## config.mk

```make
export PLATFORM = sky130hd
export DESIGN_NAME = rfid_seq_tx
export DESIGN_NICKNAME = d
export VERILOG_FILES = /design/src/rtl/rfid_seq_tx.sv
export SDC_FILE = /design/constraint.sdc
export NUM_CORES = 1
export LEC_CHECK = 0
export ABC_AREA = 1
export CAP_MARGIN = 20
export CORE_AREA = 2 2 156 158
export DETAILED_ROUTE_END_ITERATION = 8
export DIE_AREA = 0 0 158 160
export PLACE_DENSITY = 0.63
export SLEW_MARGIN = 30
export SYNTH_ARGS = -nofsm -noshare
export SYNTH_HDL_FRONTEND = slang
export SYNTH_SLANG_ARGS = --single-unit
```

## constraint.sdc

```tcl
create_clock -name clk_24M -period 8.5 [get_ports clk_24M]
set_clock_uncertainty 0.1 [all_clocks]
set_input_delay 0.85 -clock clk_24M [delete_from_list [all_inputs] [get_ports clk_24M]]
set_output_delay 0.85 -clock clk_24M [all_outputs]
set_load 0.05 [all_outputs]
```

## src/rtl/rfid_seq_tx.sv

```systemverilog
// Message sequencer for a UART-style serial line: a buffered message of
// DATA_BITS-wide characters is framed and shifted out on baud_tick strobes.
module rfid_seq_tx #(
   parameter int DATA_BITS   = 8,
   parameter int DEPTH       = 16,
   parameter int STOP_BITS   = 1,
   parameter int PARITY_MODE = 0
) (
   input  logic                     clk_24M,
   input  logic                     rst,
   input  logic                     baud_tick,
   input  logic                     rx_int,
   input  logic                     start,
   input  logic                     wr_en,
   input  logic [$clog2(DEPTH)-1:0] wr_addr,
   input  logic [DATA_BITS-1:0]     wr_data,
   input  logic [$clog2(DEPTH):0]   msg_len,
   output logic                     txd,
   output logic                     busy,
   output logic                     done
);
   localparam int AW = $clog2(DEPTH);
   localparam int LW = AW + 1;
   localparam int BW = $clog2(DATA_BITS);

   typedef enum logic [2:0] {IDLE, ARM, START, DATA, PARITY, STOP} state_t;
   state_t state, state_nx;

   logic                 rx_s1, rx_s2, rx_h;
   logic [1:0]           settle;
   logic [DATA_BITS-1:0] mem [DEPTH];
   logic [DATA_BITS-1:0] shreg;
   logic                 par_q;
   logic [AW-1:0]        char_idx;
   logic [LW-1:0]        len_q;
   logic [BW-1:0]        bit_cnt;
   logic                 stop_cnt;
   logic                 fall, accept, last_bit, last_stop, more;

   // The chain resets high, so an rx_int held low through reset would look
   // like a falling edge; edges are ignored until the chain has refilled.
   assign fall      = rx_h & ~rx_s2 & (settle == 2'd3);
   assign accept    = (state == IDLE) & (fall | start) & (msg_len != '0);
   assign last_bit  = (bit_cnt == BW'(DATA_BITS - 1));
   assign last_stop = (32'(stop_cnt) == STOP_BITS - 1);
   assign more      = ({1'b0, char_idx} + LW'(1)) < len_q;
   assign busy      = (state != IDLE);

   always_ff @(posedge clk_24M or negedge rst) begin
      if (!rst) begin
         rx_s1  <= 1'b1;
         rx_s2  <= 1'b1;
         rx_h   <= 1'b1;
         settle <= 2'd0;
      end else begin
         rx_s1 <= rx_int;
         rx_s2 <= rx_s1;
         rx_h  <= rx_s2;
         if (settle != 2'd3) settle <= settle + 2'd1;
      end
   end

   always_ff @(posedge clk_24M or negedge rst) begin
      if (!rst) begin
         for (int i = 0; i < DEPTH; i++) mem[i] <= '0;
      end else if (wr_en && !busy) begin
         mem[wr_addr] <= wr_data;
      end
   end

   always_ff @(posedge clk_24M or negedge rst) begin
      if (!rst) state <= IDLE;
      else      state <= state_nx;
   end

   always_comb begin
      state_nx = state;
      case (state)
         IDLE:    if (accept) state_nx = ARM;
         ARM:     if (baud_tick) state_nx = START;
         START:   if (baud_tick) state_nx = DATA;
         DATA:    if (baud_tick && last_bit)
                     state_nx = (PARITY_MODE != 0) ? PARITY : STOP;
         PARITY:  if (baud_tick) state_nx = STOP;
         STOP:    if (baud_tick && last_stop) state_nx = more ? START : IDLE;
         default: state_nx = IDLE;
      endcase
   end

   always_ff @(posedge clk_24M or negedge rst) begin
      if (!rst) begin
         txd      <= 1'b1;
         done     <= 1'b0;
         shreg    <= '0;
         par_q    <= 1'b0;
         char_idx <= '0;
         len_q    <= '0;
         bit_cnt  <= '0;
         stop_cnt <= 1'b0;
      end else begin
         done <= 1'b0;
         if (accept) begin
            len_q    <= (msg_len > LW'(DEPTH)) ? LW'(DEPTH) : msg_len;
            char_idx <= '0;
         end
         if (baud_tick) begin
            case (state)
               ARM: begin
                  txd   <= 1'b0;
                  shreg <= mem[char_idx];
                  par_q <= (^mem[char_idx]) ^ (PARITY_MODE == 2);
               end
               START: begin
                  txd     <= shreg[0];
                  shreg   <= shreg >> 1;
                  bit_cnt <= '0;
               end
               DATA: begin
                  if (!last_bit) begin
                     txd     <= shreg[0];
                     shreg   <= shreg >> 1;
                     bit_cnt <= bit_cnt + BW'(1);
                  end else if (PARITY_MODE != 0) begin
                     txd <= par_q;
                  end else begin
                     txd      <= 1'b1;
                     stop_cnt <= 1'b0;
                  end
               end
               PARITY: begin
                  txd      <= 1'b1;
                  stop_cnt <= 1'b0;
               end
               STOP: begin
                  if (!last_stop) begin
                     stop_cnt <= 1'b1;
                  end else if (more) begin
                     // back-to-back: next start bit begins on this same tick
                     char_idx <= char_idx + AW'(1);
                     txd      <= 1'b0;
                     shreg    <= mem[char_idx + AW'(1)];
                     par_q    <= (^mem[char_idx + AW'(1)]) ^ (PARITY_MODE == 2);
                  end else begin
                     done     <= 1'b1;
                     char_idx <= '0;
                  end
               end
               default: ;
            endcase
         end
      end
   end

endmodule

```

==> results.md, run 1 <==
* Die H at 160 µm
* CP peak stage delay at 0.71 ns
* Via density per instance at 5.09
* Most common cell after layout, fill and taps aside: nand2_1
* Port bufs at 25
* Hold_buf cts at 0
* DIE AREA at approximately 25,000 µm²
* Worst-Skew Late Latency at 0.43 ns
* Total power at 0.00347 W
* Cell Chain, Critical Path: buf_6, nand3_1, xor2_1, ha_1, nand2_1, inv_1, o21ai_0, nand3_1, nand2_1, nand2_1, nor2_1, nand3_1, nand2_1, inv_1
* Min-Delay Startpoint: rx_s1
* Maximum clock frequency at roughly 250 MHz
* Area grow syn2layout at 10.1%
* Chip width at between 150 and 200 µm
* Row cnt at 57
* Routability cong. at 0.911
* Iteration-0 DRC Markers at 907
* Top Ports at 26
* CP Max Fanout at about 100
* # H-tree levels at 4
* Global-route usage over all layers at a little over a fifth
* DRT Wirelength at 26,000 µm
* Post-layout min period at a little over 4 ns
* CP Launch Type: flop
* Final Hold Viols at 0
* # fillers at approximately 2,500
* Pin count of the biggest net entering global routing at around 100
* R2R depth at 14
* Yosys reg bits at 158
* Avg WL per Cell at between 15 and 20 µm
* First-pass GRT wire length at around 42,000 µm
* Reg2reg setup slack at 4.44 ns
* Setup TNS at 0 ns
* R2r startpoint: char_idx[0]
* Vias at about 8,400
* R2R Path End: shreg[3]
* Period utilization at 47.8%
* Fin. max-slew vios at 0
* DP Wirelength at between 15,000 and 20,000 µm
* Leak at between 4 and 5 nW
* CORE AREA at roughly 24,000 µm²
* DRC errors left at 0
* TritonCTS Sinks at approximately 160
* Ratio of cells with drive above 1 in the final layout at between 5 and 6%
* Critical path class: reg2reg
* Crit end category: flop
* # nets final at 1,342
* Cell mode on critical path: nand2_1
* Root Buffer: clkbuf_16
* Commonest non-fill, non-tap cells in the layout: nand2_1, nand3_1, inv_1
* Critical path arrival at between 4 and 5 ns
* N_diodes at 0
* Count of cell types in the netlist at 35
* Crit path max-delay cell type: dfrtp_4
* PwrDens at roughly 340 nW/µm²
* Initial antenna violation count at 0
* Mapped Nets at about 1,400
* Max-cap violations at 0
* YS warnings at 0
* Slew margin rel. at a little over a third
* Clock Path Buffers at 2
* Peak VDD IR at approximately 0.15 mV
* Antenna violation net count after detailed routing at 0
* Post-synthesis simple-gate area fraction at between 30% and 40%
* Setup bufs post-CTS at 0
* Cell Area, Synth at between 9000 and 10,000 µm²
* Slew @ Worst Pin at approximately 1 ns
* XOR/XNOR share of the synthesized area at 0.472%
* Vias in the first global route at between 7,000 and 8,000
* TritonCTS clock tree: done
* CTS resizes at 0
* Status: finished clean
* Fraction of the mapped netlist area in adder cells at around 1.1%
* Hold Crit Endpoint: rx_s2
* Main combinational cell family by area after synthesis: simple AND/OR/NAND/NOR gates
* Clock-pin slew on the worst setup and hold paths at around 0.070 ns
* CTS Buf Count at 17
* Worst EP required at just under 9 ns
* RSZ-0062 raised after global routing: false
* Synthesized area per cell at slightly below 7 µm²
* Hold path depth at 0
* Post-Syn Instances at 1,334
* Final setup violation count at 0
* Sequential fraction of the synthesis area at a little over two fifths
* First-pass iteration count of the detailed router at 8
* Global route overflow at 0
* Starting Density at a little under 40%
* Compound-Gate Fraction of Synth Area at 9.54%
* Post-synthesis mux area share at less than 1%
* Hold crit path type: reg2reg
registers in the layout, summed over array words and instances, names as in the netlist:
signal,count
bit_cnt,3
shreg,8
rx_s2,1
state,3
len_q,5
char_idx,4
mem,128
txd,1
rx_h,1
settle,2
rx_s1,1
done,1
final cells by class:
cell class | count | area [µm²] | area share, %
Sequential cell | 158 | 3960 | 38.8
Clock inverter | 15 | 110 | 1.08
Inverter | 181 | 679 | 6.65
Clock buffer | 17 | 425 | 4.16
Multi-Input combinational cell | 918 | 4300 | 42.1
Tap cell | 324 | 405 | 3.97
Timing Repair Buffer | 35 | 334 | 3.27
power by group:
| part | switching, W | internal, W | total, W |
|---|---|---|---|
| clock network | 0.000335 | 0.000376 | 0.000711 |
| logic | 0.00106 | 0.000511 | 0.00157 |
| registers | 0.000137 | 0.00105 | 0.00119 |
synthesized netlist by cell type:
| library cell | instances | area (µm²) |
|---|---|---|
| nand2_1 | 464 | 1740 |
| nand3_1 | 218 | 1090 |
| inv_1 | 176 | 661 |
| dfrtp_1 | 154 | 3850 |
| o21ai_0 | 119 | 596 |
| nor2_1 | 32 | 120 |
| clkbuf_1 | 30 | 113 |
| buf_2 | 23 | 115 |
| buf_1 | 21 | 78.8 |
| o21ai_1 | 19 | 95.1 |
| o211ai_1 | 13 | 97.6 |
| ha_1 | 8 | 100 |
| nor4_4 | 7 | 149 |
| nor2_2 | 6 | 37.5 |
| nand2_2 | 5 | 31.3 |
| clkinv_1 | 4 | 15.0 |
| dfstp_2 | 4 | 105 |
| a21oi_1 | 3 | 15.0 |
| buf_6 | 3 | 33.8 |
| o22ai_1 | 3 | 18.8 |
| xor2_1 | 3 | 26.3 |
| a22o_1 | 2 | 17.5 |
| a32o_1 | 2 | 20.0 |
| nand4_1 | 2 | 12.5 |
| nor3_4 | 2 | 32.5 |
| xnor2_1 | 2 | 17.5 |
| a221oi_1 | 1 | 8.76 |
| a31o_2 | 1 | 8.76 |
| inv_2 | 1 | 3.75 |
| mux2_2 | 1 | 11.3 |
| nand2_4 | 1 | 11.3 |
| nor2_8 | 1 | 20.0 |
| nor3_1 | 1 | 5.00 |
| o31ai_1 | 1 | 7.51 |
| or2_2 | 1 | 6.26 |
per-stage QoR:
step                setup WS (ns)  instances  cell area [µm²]  utilization [%]  hold slack [ns]
global placement             4.28       1614             9660             40.5            0.246
floorplan                    5.80       1334             9280                -            0.245
global route                 3.97       1648            10200             42.9            0.269
detailed placement           4.21       1614             9660             40.6            0.247
CTS                          4.19       1646            10200             42.8            0.267
finish                       4.44       1648            10200             42.9            0.261
critical path: cells and delay by family, from the launching register on:
| family | cells | cell delay [ns] |
|---|---|---|
| xor+xnor | 1 | 0.70 |
| fa+ha+maj | 1 | 0.37 |
| buf+inv | 3 | 0.72 |
| flops | 1 | 0.71 |
| simple gates | 8 | 1.23 |
| compound gates | 1 | 0.10 |
logic make-up (layout without fill, tap and decap cells):
family                   Yosys count  after routing
AND/OR/NAND/NOR                  740            740
multiplexers                       1              1
XOR/XNOR                           5              5
AO/OA/AOI/OAI                    164            164
buffers and inverters            258            248
flip-flops                       158            158
adder cells (fa/ha/maj)            8              8
worst max path at each step:
| stage | start | end | slack, ns | depth (start not counted) |
|---|---|---|---|---|
| final | char_idx[0] | shreg[3] | 4.44 | 14 |
| after floorplan | char_idx[0] | shreg[4] | 5.80 | 15 |
| after global routing | char_idx[0] | shreg[0] | 3.97 | 14 |
| after CTS | char_idx[0] | shreg[1] | 4.19 | 14 |
| after detailed placement | char_idx[0] | shreg[1] | 4.21 | 14 |
| after global placement | char_idx[0] | shreg[1] | 4.28 | 12 |
routing by layer:
| layer | global-route usage, % | up-vias | wire (µm) |
|---|---|---|---|
| met5 | 0 | - | 0 |
| met4 | 7.58 | 0 | 549 |
| met3 | 3.31 | 32 | 1610 |
| met2 | 32.2 | 260 | 11700 |
| met1 | 31.5 | 3936 | 12100 |
| li1 | - | 4168 | - |
Power figures use the tool's default switching activity.
==> run 2: changes to the inputs <==
--- a/config.mk
+++ b/config.mk
@@ -10,7 +10,7 @@
 export CORE_AREA = 2 2 156 158
 export DETAILED_ROUTE_END_ITERATION = 8
 export DIE_AREA = 0 0 158 160
-export PLACE_DENSITY = 0.63
+export PLACE_DENSITY = 0.65
 export SLEW_MARGIN = 30
 export SYNTH_ARGS = -nofsm -noshare
 export SYNTH_HDL_FRONTEND = slang
==> constraint.sdc (replaced) <==
create_clock -name clk_24M -period 3.6 [get_ports clk_24M]
set_clock_uncertainty 0.1 [all_clocks]
set_input_delay 0.36 -clock clk_24M [delete_from_list [all_inputs] [get_ports clk_24M]]
set_output_delay 0.36 -clock clk_24M [all_outputs]
set_load 0.05 [all_outputs]
==> run 2 against run 1 <==
Net effect: first-iteration DRC count fell by 12%; sequential power increased by 130%; non-clock buffer count up 11; sequential share of layout area down 0.36 points; core utilization increased by 0.39 points; largest cell class unchanged; highest routed layer unchanged.
==> results.md, run 2 (synthesized netlist as in run 1, its figures left out) <==
* Status: finished clean
* Post-layout min period at ~2.9 ns
* Clock power share at 20.2%
* Setup bufs post-CTS at 0
* Fin. max-slew vios at 0
* Reg2reg setup slack at approximately 0.75 ns
* DIE AREA at roughly 25,000 µm²
* CP Max Fanout at 15
* DP Wirelength at approximately 17,000 µm
* Die H at roughly 160 µm
* PnR worst setup slack at between 0.7 and 0.8 ns
* Final setup violation count at 0
* DRC errors left at 0
* Largest register FFs at approximately 130
* Hold path depth at 1
* CTS resizes at 0
* Leak at 4.88 nW
* Row cnt at 57
* Crit path max-delay cell type: dfrtp_1
* Largest register by flop count: mem
* Hold crit path type: in2reg
* Slew @ Worst Pin at between 0.9 and 1 ns
* Seq pwr share at between 30% and 40%
* N_diodes at 0
* R2r startpoint: char_idx[1]
* CTS Buf Count at 17
* TritonCTS Sinks at 158
* Vias at roughly 8,500
* Ratio of cells with drive above 1 in the final layout at between 5 and 6%
* Cell Chain, Critical Path: ha_1, xor2_1, ha_1, nand2_1, inv_1, o21ai_0, nand3_1, nand2_1, nand2_1, nor2_1, nand3_1, nand2_1, inv_1
* Maximum clock frequency at 351 MHz
* Port bufs at 25
* Period utilization at a little under 80%
* Max-cap violations at 0
* Area grow syn2layout at 11.1%
* Peak VDD IR at between 0.3 and 0.4 mV
* Root Buffer: clkbuf_16
* Gate power share at 46.4%
* Hold Crit Endpoint: rx_s1
* RSZ-0062 raised after global routing: false
* Worst hold slack at about 0.24 ns
* DP Worst Slack at around 0.85 ns
* Min-Delay Startpoint: rx_int
* Setup TNS at 0 ns
* R2R depth at 13
* Buffers & Inverters on Critical Path at 2
* # H-tree levels at 4
* Chip width at roughly 160 µm
* PwrDens at around 800 nW/µm²
* Worst EP required at 3.83 ns
* Switching pwr at between 0.003 and 0.004 W
* Critical path class: reg2reg
* Critical path arrival at between 3 and 4 ns
* First-pass iteration count of the detailed router at 5
* Top Ports at 26
* Initial antenna violation count at 0
* Crit end category: flop
* Commonest non-fill, non-tap cells in the layout: nand2_1, nand3_1, inv_1
* Vias in the first global route at just over 8,000
* Switching Share at between 40% and 50%
* TritonCTS clock tree: done
* DRT Wirelength at 26,100 µm
* Routability cong. at about 0.87
* Global-route usage over all layers at 22.1%
* Cell mode on critical path: nand2_1
* Starting Density at about two fifths
* Internal power at between 0.004 and 0.005 W
* CORE AREA at around 24,000 µm²
* Clock-pin slew on the worst setup and hold paths at about 0.060 ns
* Final Hold Viols at 0
* Via density per instance at 5.11
* Worst-Skew Late Latency at roughly 0.44 ns
* Antenna violation net count after detailed routing at 0
* Pin count of the biggest net entering global routing at a little over 80
* R2R Path End: shreg[2]
* CP Launch Type: flop
* Top Registers: mem: 128 flops, shreg: 8 flops, len_q: 5 flops
* Most common cell after layout, fill and taps aside: nand2_1
* Avg WL per Cell at ~16 µm
* DP Cell Count at ~1,600
* # nets final at around 1,400
* Slew margin rel. at 35.5%
* CP peak stage delay at 0.53 ns
* Global route overflow at 0
* CP top delay family: simple AND/OR/NAND/NOR gates
* First-pass GRT wire length at 43,600 µm
* Iteration-0 DRC Markers at 800
* Clock Path Buffers at 2
* Final cell count without fillers at 1,658
## run 2: cell types whose count changed in the layout (fill, tap and decap cells not counted), sizes merged
cell | before | now
dlygate4sd3 | 0 | 1
inv | 183 | 180
clkbuf | 17 | 23
clkinv | 8 | 6
clkinvlp | 5 | 3
buf | 11 | 21
## run 2: worst max-delay path by stage
| stage | depth (start not counted) | start | end | slack [ns] |
|---|---|---|---|---|
| 2_1_floorplan | 15 | char_idx[0] | shreg[4] | 0.90 |
| 3_3_place_gp | 13 | char_idx[1] | shreg[0] | 0.97 |
| 3_5_place_dp | 13 | char_idx[1] | shreg[3] | 0.85 |
| 4_1_cts | 13 | char_idx[1] | shreg[2] | 0.81 |
| 5_1_grt | 13 | char_idx[1] | shreg[2] | 0.52 |
| 6_report | 13 | char_idx[1] | shreg[2] | 0.75 |
## run 2: power groups by stage
stage	Combinational [W]	Clock [W]	Sequential [W]
after floorplan	0.00279	0	0.00272
after global placement	0.00373	0	0.00277
after detailed placement	0.00378	0	0.00279
after CTS	0.00380	0.00170	0.00276
after global routing	0.00436	0.00176	0.00283
final	0.00382	0.00167	0.00276
## run 2: worst register-to-register path, cell delays in order (launching register included)
cell     delay [ns]
dfrtp_1        0.53
ha_1           0.29
xor2_1         0.25
ha_1           0.29
nand2_1        0.07
inv_1          0.04
o21ai_0        0.21
nand3_1        0.15
nand2_1        0.12
nand2_1        0.31
nor2_1         0.22
nand3_1        0.09
nand2_1        0.06
inv_1          0.03
## run 2: final cells by class
class	count	area (µm²)
inverter	181	679
fill	2460	13500
multi-input combinational	918	4300
clock buffer	23	468
clock inverter	8	58.8
tap	324	405
timing repair buffer	46	437
sequential	158	3960
## run 2: stage by stage
step | instance area [µm²] | util [%] | power (W)
final | 10300 | 43.3 | 0.00824
after global routing | 10300 | 43.3 | 0.00896
after CTS | 10300 | 43.3 | 0.00826
after detailed placement | 9770 | 41.0 | 0.00656
after global placement | 9770 | 41.0 | 0.00650
after floorplan | 9280 | - | 0.00551
## run 2: repair_timing
item	4_1_cts	5_1_grt
endpoints found under the setup margin	0	0
hold endpoints to repair	76	0
hold buffers	1	0
## run 2: routing by layer
layer / wire [µm] / global-route usage (%)
met5: 0 / 0
met4: 901 / 9.66
met3: 1430 / 3.85
met2: 12100 / 34.7
met1: 11700 / 30.0
==> run 3: changes to the inputs <==
--- a/config.mk
+++ b/config.mk
@@ -10,7 +10,7 @@
 export CORE_AREA = 2 2 156 158
 export DETAILED_ROUTE_END_ITERATION = 8
 export DIE_AREA = 0 0 158 160
-export PLACE_DENSITY = 0.65
+export PLACE_DENSITY = 0.63
 export SLEW_MARGIN = 30
 export SYNTH_ARGS = -nofsm -noshare
 export SYNTH_HDL_FRONTEND = slang
==> constraint.sdc (replaced) <==
create_clock -name clk_24M -period 2.8 [get_ports clk_24M]
set_clock_uncertainty 0.1 [all_clocks]
set_input_delay 0.28 -clock clk_24M [delete_from_list [all_inputs] [get_ports clk_24M]]
set_output_delay 0.28 -clock clk_24M [all_outputs]
set_load 0.05 [all_outputs]
==> run 3 against run 2 <==
Net effect: maximum frequency rose by 12%; critical path depth rose by 1; largest cell class unchanged; sequential cell count did not move; largest power group unchanged; non-clock buffer count rose by 19; register-to-register slack got worse by 0.51 ns; power rose by 29%; via count fell by 0.25%.
==> results.md, run 3 (synthesized netlist as in run 1, its figures left out) <==
* PwrDens at 1010 nW/µm²
* N_diodes at 0
* Post-layout min period at 2.56 ns
* Via density per instance at just over 5
* Worst EP required at 3.03 ns
* TritonCTS clock tree: done
* Max-cap violations at 0
* CP Launch Type: flop
* DRT Wirelength at between 20,000 and 25,000 µm
* First-pass GRT wire length at 41,900 µm
* Vias at around 8,400
* Routability cong. at a little under 0.9
* GR met2 Demand/Resource at roughly 32%
* Total power at about 0.011 W
* Antenna violation net count after detailed routing at 0
* M1 GR Usage at approximately 30%
* Clock-pin slew on the worst setup and hold paths at ~0.070 ns
* Pin count of the biggest net entering global routing at 115
* First-pass iteration count of the detailed router at 6
* Die H at around 160 µm
* # H-tree levels at 4
* Status: finished clean
* Global-route usage over all layers at about a fifth
* CORE AREA at 23,800 µm²
* Final core occ at about 44%
* Critical path arrival at roughly 2.8 ns
* Maximum clock frequency at just under 400 MHz
* # nets final at between 1,000 and 1,500
* Top Registers: mem: 128 flops, shreg: 8 flops, len_q: 5 flops
* Root Buffer: clkbuf_16
* Initial antenna violation count at 0
* Slew margin rel. at between 40 and 50%
* Period utilization at around nine tenths
* Global route overflow at 0
* Crit end category: flop
* Avg WL per Cell at between 10 and 15 µm
* Critical path class: reg2reg
* Row cnt at 57
* Final setup violation count at 0
* Hold crit path type: in2reg
* TritonCTS Sinks at approximately 160
* Largest register FFs at 128
* Gr busiest metal: met2
* CP Max Fanout at 11
* CTS Buf Count at 17
* Commonest non-fill, non-tap cells in the layout: nand2_1, nand3_1, inv_1
* RSZ-0062 raised after global routing: false
* Starting Density at between 30% and 40%
* M3 GR Usage at 3.20%
* Clock Path Buffers at 2
* Port bufs at 25
* Ratio of cells with drive above 1 in the final layout at 7.75%
* DIE AREA at about 25,000 µm²
* Worst-Skew Late Latency at around 0.44 ns
* Slew @ Worst Pin at roughly 0.83 ns
* Fin. max-slew vios at 0
* Area grow syn2layout at 13.0%
* Setup TNS at 0 ns
* Final Hold Viols at 0
* Chip width at roughly 160 µm
* Top Ports at 26
* Vias in the first global route at slightly below 8,000
* Largest register by flop count: mem
* DRC errors left at 0
* DP Wirelength at roughly 17,000 µm
* Leak at 4.99 nW
* Setup bufs post-CTS at 0
* Most common cell after layout, fill and taps aside: nand2_1
* Peak VDD IR at 0.454 mV
* Iteration-0 DRC Markers at 900
run 3: where the power goes:
group          total, W  internal [W]  switching (W)
combinational   0.00490       0.00165        0.00325
sequential      0.00354       0.00319       0.000356
clock           0.00220       0.00121       0.000995
run 3: cell type report:
| type | instances | area, µm² |
|---|---|---|
| Tap cell | 324 | 405 |
| Multi-Input combinational cell | 918 | 4300 |
| Clock inverter | 12 | 88.8 |
| Timing Repair Buffer | 65 | 583 |
| Clock buffer | 20 | 467 |
| Inverter | 181 | 679 |
| Sequential cell | 158 | 3960 |
| Fill cell | 2408 | 13300 |
run 3: worst paths after layout:
kind,from,slack (ns),endpoint,cells past startpoint
setup / recovery,char_idx[0],0.24,shreg[2],14
hold / removal,rx_int,0.15,rx_s1,1
setup reg to reg,char_idx[0],0.24,shreg[2],14
hold reg to reg,rx_s1,0.26,rx_s2,0
max in group asynchronous,rst,1.54,mem[62],3
min in group asynchronous,rst,0.30,mem[115],2
run 3: metal layers:
layer	vias up	part of all wire [%]
li1	4236	-
met1	3922	47
met2	259	45
met3	30	5.6
met4	0	2.2
met5	-	0
run 3: metrics by stage:
step | instances | hold WS (ns) | setup slack (ns) | area (µm²)
2_1_floorplan | 1334 | -0.116 | 0.100 | 9280
6_report | 1678 | 0.149 | 0.245 | 10500
3_5_place_dp | 1645 | 0.221 | 0.220 | 9910
3_3_place_gp | 1645 | 0.223 | 0.252 | 9910
5_1_grt | 1678 | 0.136 | 0.0295 | 10500
4_1_cts | 1678 | 0.136 | 0.198 | 10500
run 3: repair_timing:
item / CTS / global route
setup endpoints to repair: 0 / 2
gates resized for setup: 0 / 1
endpoints found under the hold margin: 61 / 0
hold buffers: 1 / 0
run 3: worst max-delay path, cell delays in order (launching register included):
cell and delay (ns):
dfrtp_4 0.50, ha_1 0.25, xor2_1 0.17, ha_1 0.31
nand2_1 0.06, inv_1 0.03, o21ai_0 0.19, nand3_1 0.13
nand2_1 0.13, nand2_2 0.12, buf_4 0.19, nor2_1 0.10
nand3_1 0.08, nand2_1 0.06, inv_1 0.04
==> patch (flow settings as in run 2) <==
The parameter `DATA_BITS` goes from 8 to 4.
--- a/src/rtl/rfid_seq_tx.sv
+++ b/src/rtl/rfid_seq_tx.sv
@@ -3,3 +3,3 @@
 module rfid_seq_tx #(
-   parameter int DATA_BITS   = 8,
+   parameter int DATA_BITS   = 4,
    parameter int DEPTH       = 16,
Interface: changed (resized wr_data); port bits go from 26 to 22. The function was not compared with the original's and may differ.
==> patch against run 2 <==
Area after synthesis fell by 43%; core utilization fell by 17 points; power fell by 42%; wire length fell by 47%; cell area fell by 40%; sequential cell count fell by 69; setup slack improved by 370 ps; first-iteration DRC count fell by 55%; critical path depth rose by 2; critical endpoint is now shreg[0]$_DFFE_PN0P_; largest cell class unchanged.
==> patch: results (changes against run 2) <==
stage,metric,value,unit,change
clock_tree,post-cts sizing count,0,,unchanged
global_routing,number of global-route vias before repair,4604,,-44%
clock_tree,Num CTS Buffers,9,,-8
worst_hold_path,hold-critical path depth,0,,-1
place,dpl hpwl,10400,um,-40%
worst_hold_path,Hold Crit Class,flop to flop,,
finish,fin nets,786,,-42%
route,routed vias,4688,,-45%
outcome,status,"complete, no violations",,
finish,top flop regs,"mem (64), len_q (5)",,
logic_synthesis,post-synthesis cell type count,37,,+5.7%
logic_synthesis,post-synthesis xor/xnor area fraction,0.0125,,+0.00775
logic_synthesis,Post-synth top cells,"248 x nand2_1, 105 x inv_1, 98 x nand3_1",,
finish,layout cells sized above 1,0.0917,,+0.0318
clock_tree,clk_lat worst skew,350,ps,-90 ps
route,final wirelength,13900,um,-47%
timing,worst rel slew slack,0.437,,+0.0818
global_routing,first-pass GRT wire length,23500,um,-46%
logic_synthesis,post-synth top area share,0.400,,-0.0153
route,initial drt markers,364,,-55%
clock_tree,CTS max path bufs,2,,unchanged
setup_path,Reg2Reg Depth,15,,+2
logic_synthesis,register area share after synthesis,0.420,,-0.00690
setup_path,crit path DAT,2620,ps,-460 ps
place,gpl congestion,0.921,,+6.5%
clock_tree,"CTS clk-pin slew, worst paths",60,ps,about the same
setup_path,worst-path maximum fanout,11,,-4
logic_synthesis,mux cell area share after synthesis,0.00212,,+0.000904
logic_synthesis,syn_nets,768,,-44%
pwr,leakage,0.00291,uW,-40%
global_routing,maximum number of pins on one net before global-route repair,76,,-8.4%
global_routing,Total GRT Usage,0.117,,-0.104
logic_synthesis,Synth Area in Compound Gates,0.102,,+0.00702
route,first-pass iteration count of the detailed router,5,,unchanged
pwr,peak supply drop,0.313,mV,-19%
logic_synthesis,"top cells by area, synth","dfrtp_1 40%, nand2_1 18%, nand3_1 9.2%, inv_1 7.4%, o21ai_0 6.7%",,
place,port bufs,21,,-16%
clock_tree,"Hold-fix buffers, CTS",1,,unchanged
logic_synthesis,post-synthesis adder-cell area fraction,0.0212,,+0.0104
clock_tree,depth of the CTS H-tree,3,,-1
## patch: changes by cell type after synthesis, moves of 7 or more
cell,run 2,this run
nor2_1,32,18
o21ai_1,19,3
clkbuf_1,30,6
nand2_1,464,248
o21ai_0,119,71
dfrtp_1,154,85
buf_2,23,12
nor4_4,7,0
nor2_4,0,11
buf_1,21,0
nand3_1,218,98
inv_1,176,105
## patch: metal layers
layer / vias to the layer above / track usage / part of all wire
met4: 0 / 0.0393 / 0.020
met5: - / 0 / 0
met3: 20 / 0.0201 / 0.031
li1: 2375 / - / -
met2: 95 / 0.187 / 0.47
met1: 2198 / 0.161 / 0.48
## patch: cell families after synthesis
family	after synthesis
buffers and inverters	135
xor gates and xnor gates	5
adders and majority gates	9
and+or+nand+nor	402
AOI/OAI and AO/OA	99
muxes	1
DFF	89
## patch: stage by stage
| stage | utilization | area [um2] | worst slack [ps] | cells |
|---|---|---|---|---|
| 6_report | 0.261 | 6220 | 1120 | 1087 |
| 3_5_place_dp | 0.247 | 5880 | 1130 | 1070 |
| 4_1_cts | 0.261 | 6220 | 1110 | 1087 |
| 2_1_floorplan | - | 5320 | 1440 | 740 |
| 3_3_place_gp | 0.246 | 5860 | 1130 | 1069 |
| 5_1_grt | 0.261 | 6220 | 918 | 1087 |
## patch: layout make-up
| cell class | count | area (um2) |
|---|---|---|
| well taps | 324 | 405 |
| fillers | 2652 | 17600 |
| clock buffers | 11 | 253 |
| clock inverters | 5 | 77.6 |
| repair buffers | 29 | 283 |
| multi-input cells | 516 | 2550 |
| inverters | 113 | 424 |
| flip-flops and latches | 89 | 2230 |
## patch: power by group
group	switching, uW	total (uW)	leakage [uW]	internal, uW
Sequential	249	1680	0.00105	1430
Clock	403	1050	0.000162	644
Combinational	1380	2100	0.00170	720
## patch: worst paths after layout
| check | from | to | slack (ps) |
|---|---|---|---|
| worst max-delay path | char_idx[1]$_DFF_PN0_ | shreg[0]$_DFFE_PN0P_ | 1120 |
| worst min-delay path | rx_s1$_DFF_PN1_ | rx_s2$_DFF_PN1_ | 260 |
| worst max register to register | char_idx[1]$_DFF_PN0_ | shreg[0]$_DFFE_PN0P_ | 1120 |
| worst min register to register | rx_s1$_DFF_PN1_ | rx_s2$_DFF_PN1_ | 260 |
| max in group asynchronous | rst | mem[33]$_DFFE_PN0P_ | 2170 |
| min in group asynchronous | rst | settle[0]$_DFFE_PN0P_ | 440 |
## patch: worst register-to-register path: cells and delay by family (launching register included)
kind,cells,cell delay (ps)
xor+xnor,1,310
fa+ha+maj,1,310
buf+inv,3,300
flops,1,350
simple gates,10,1010
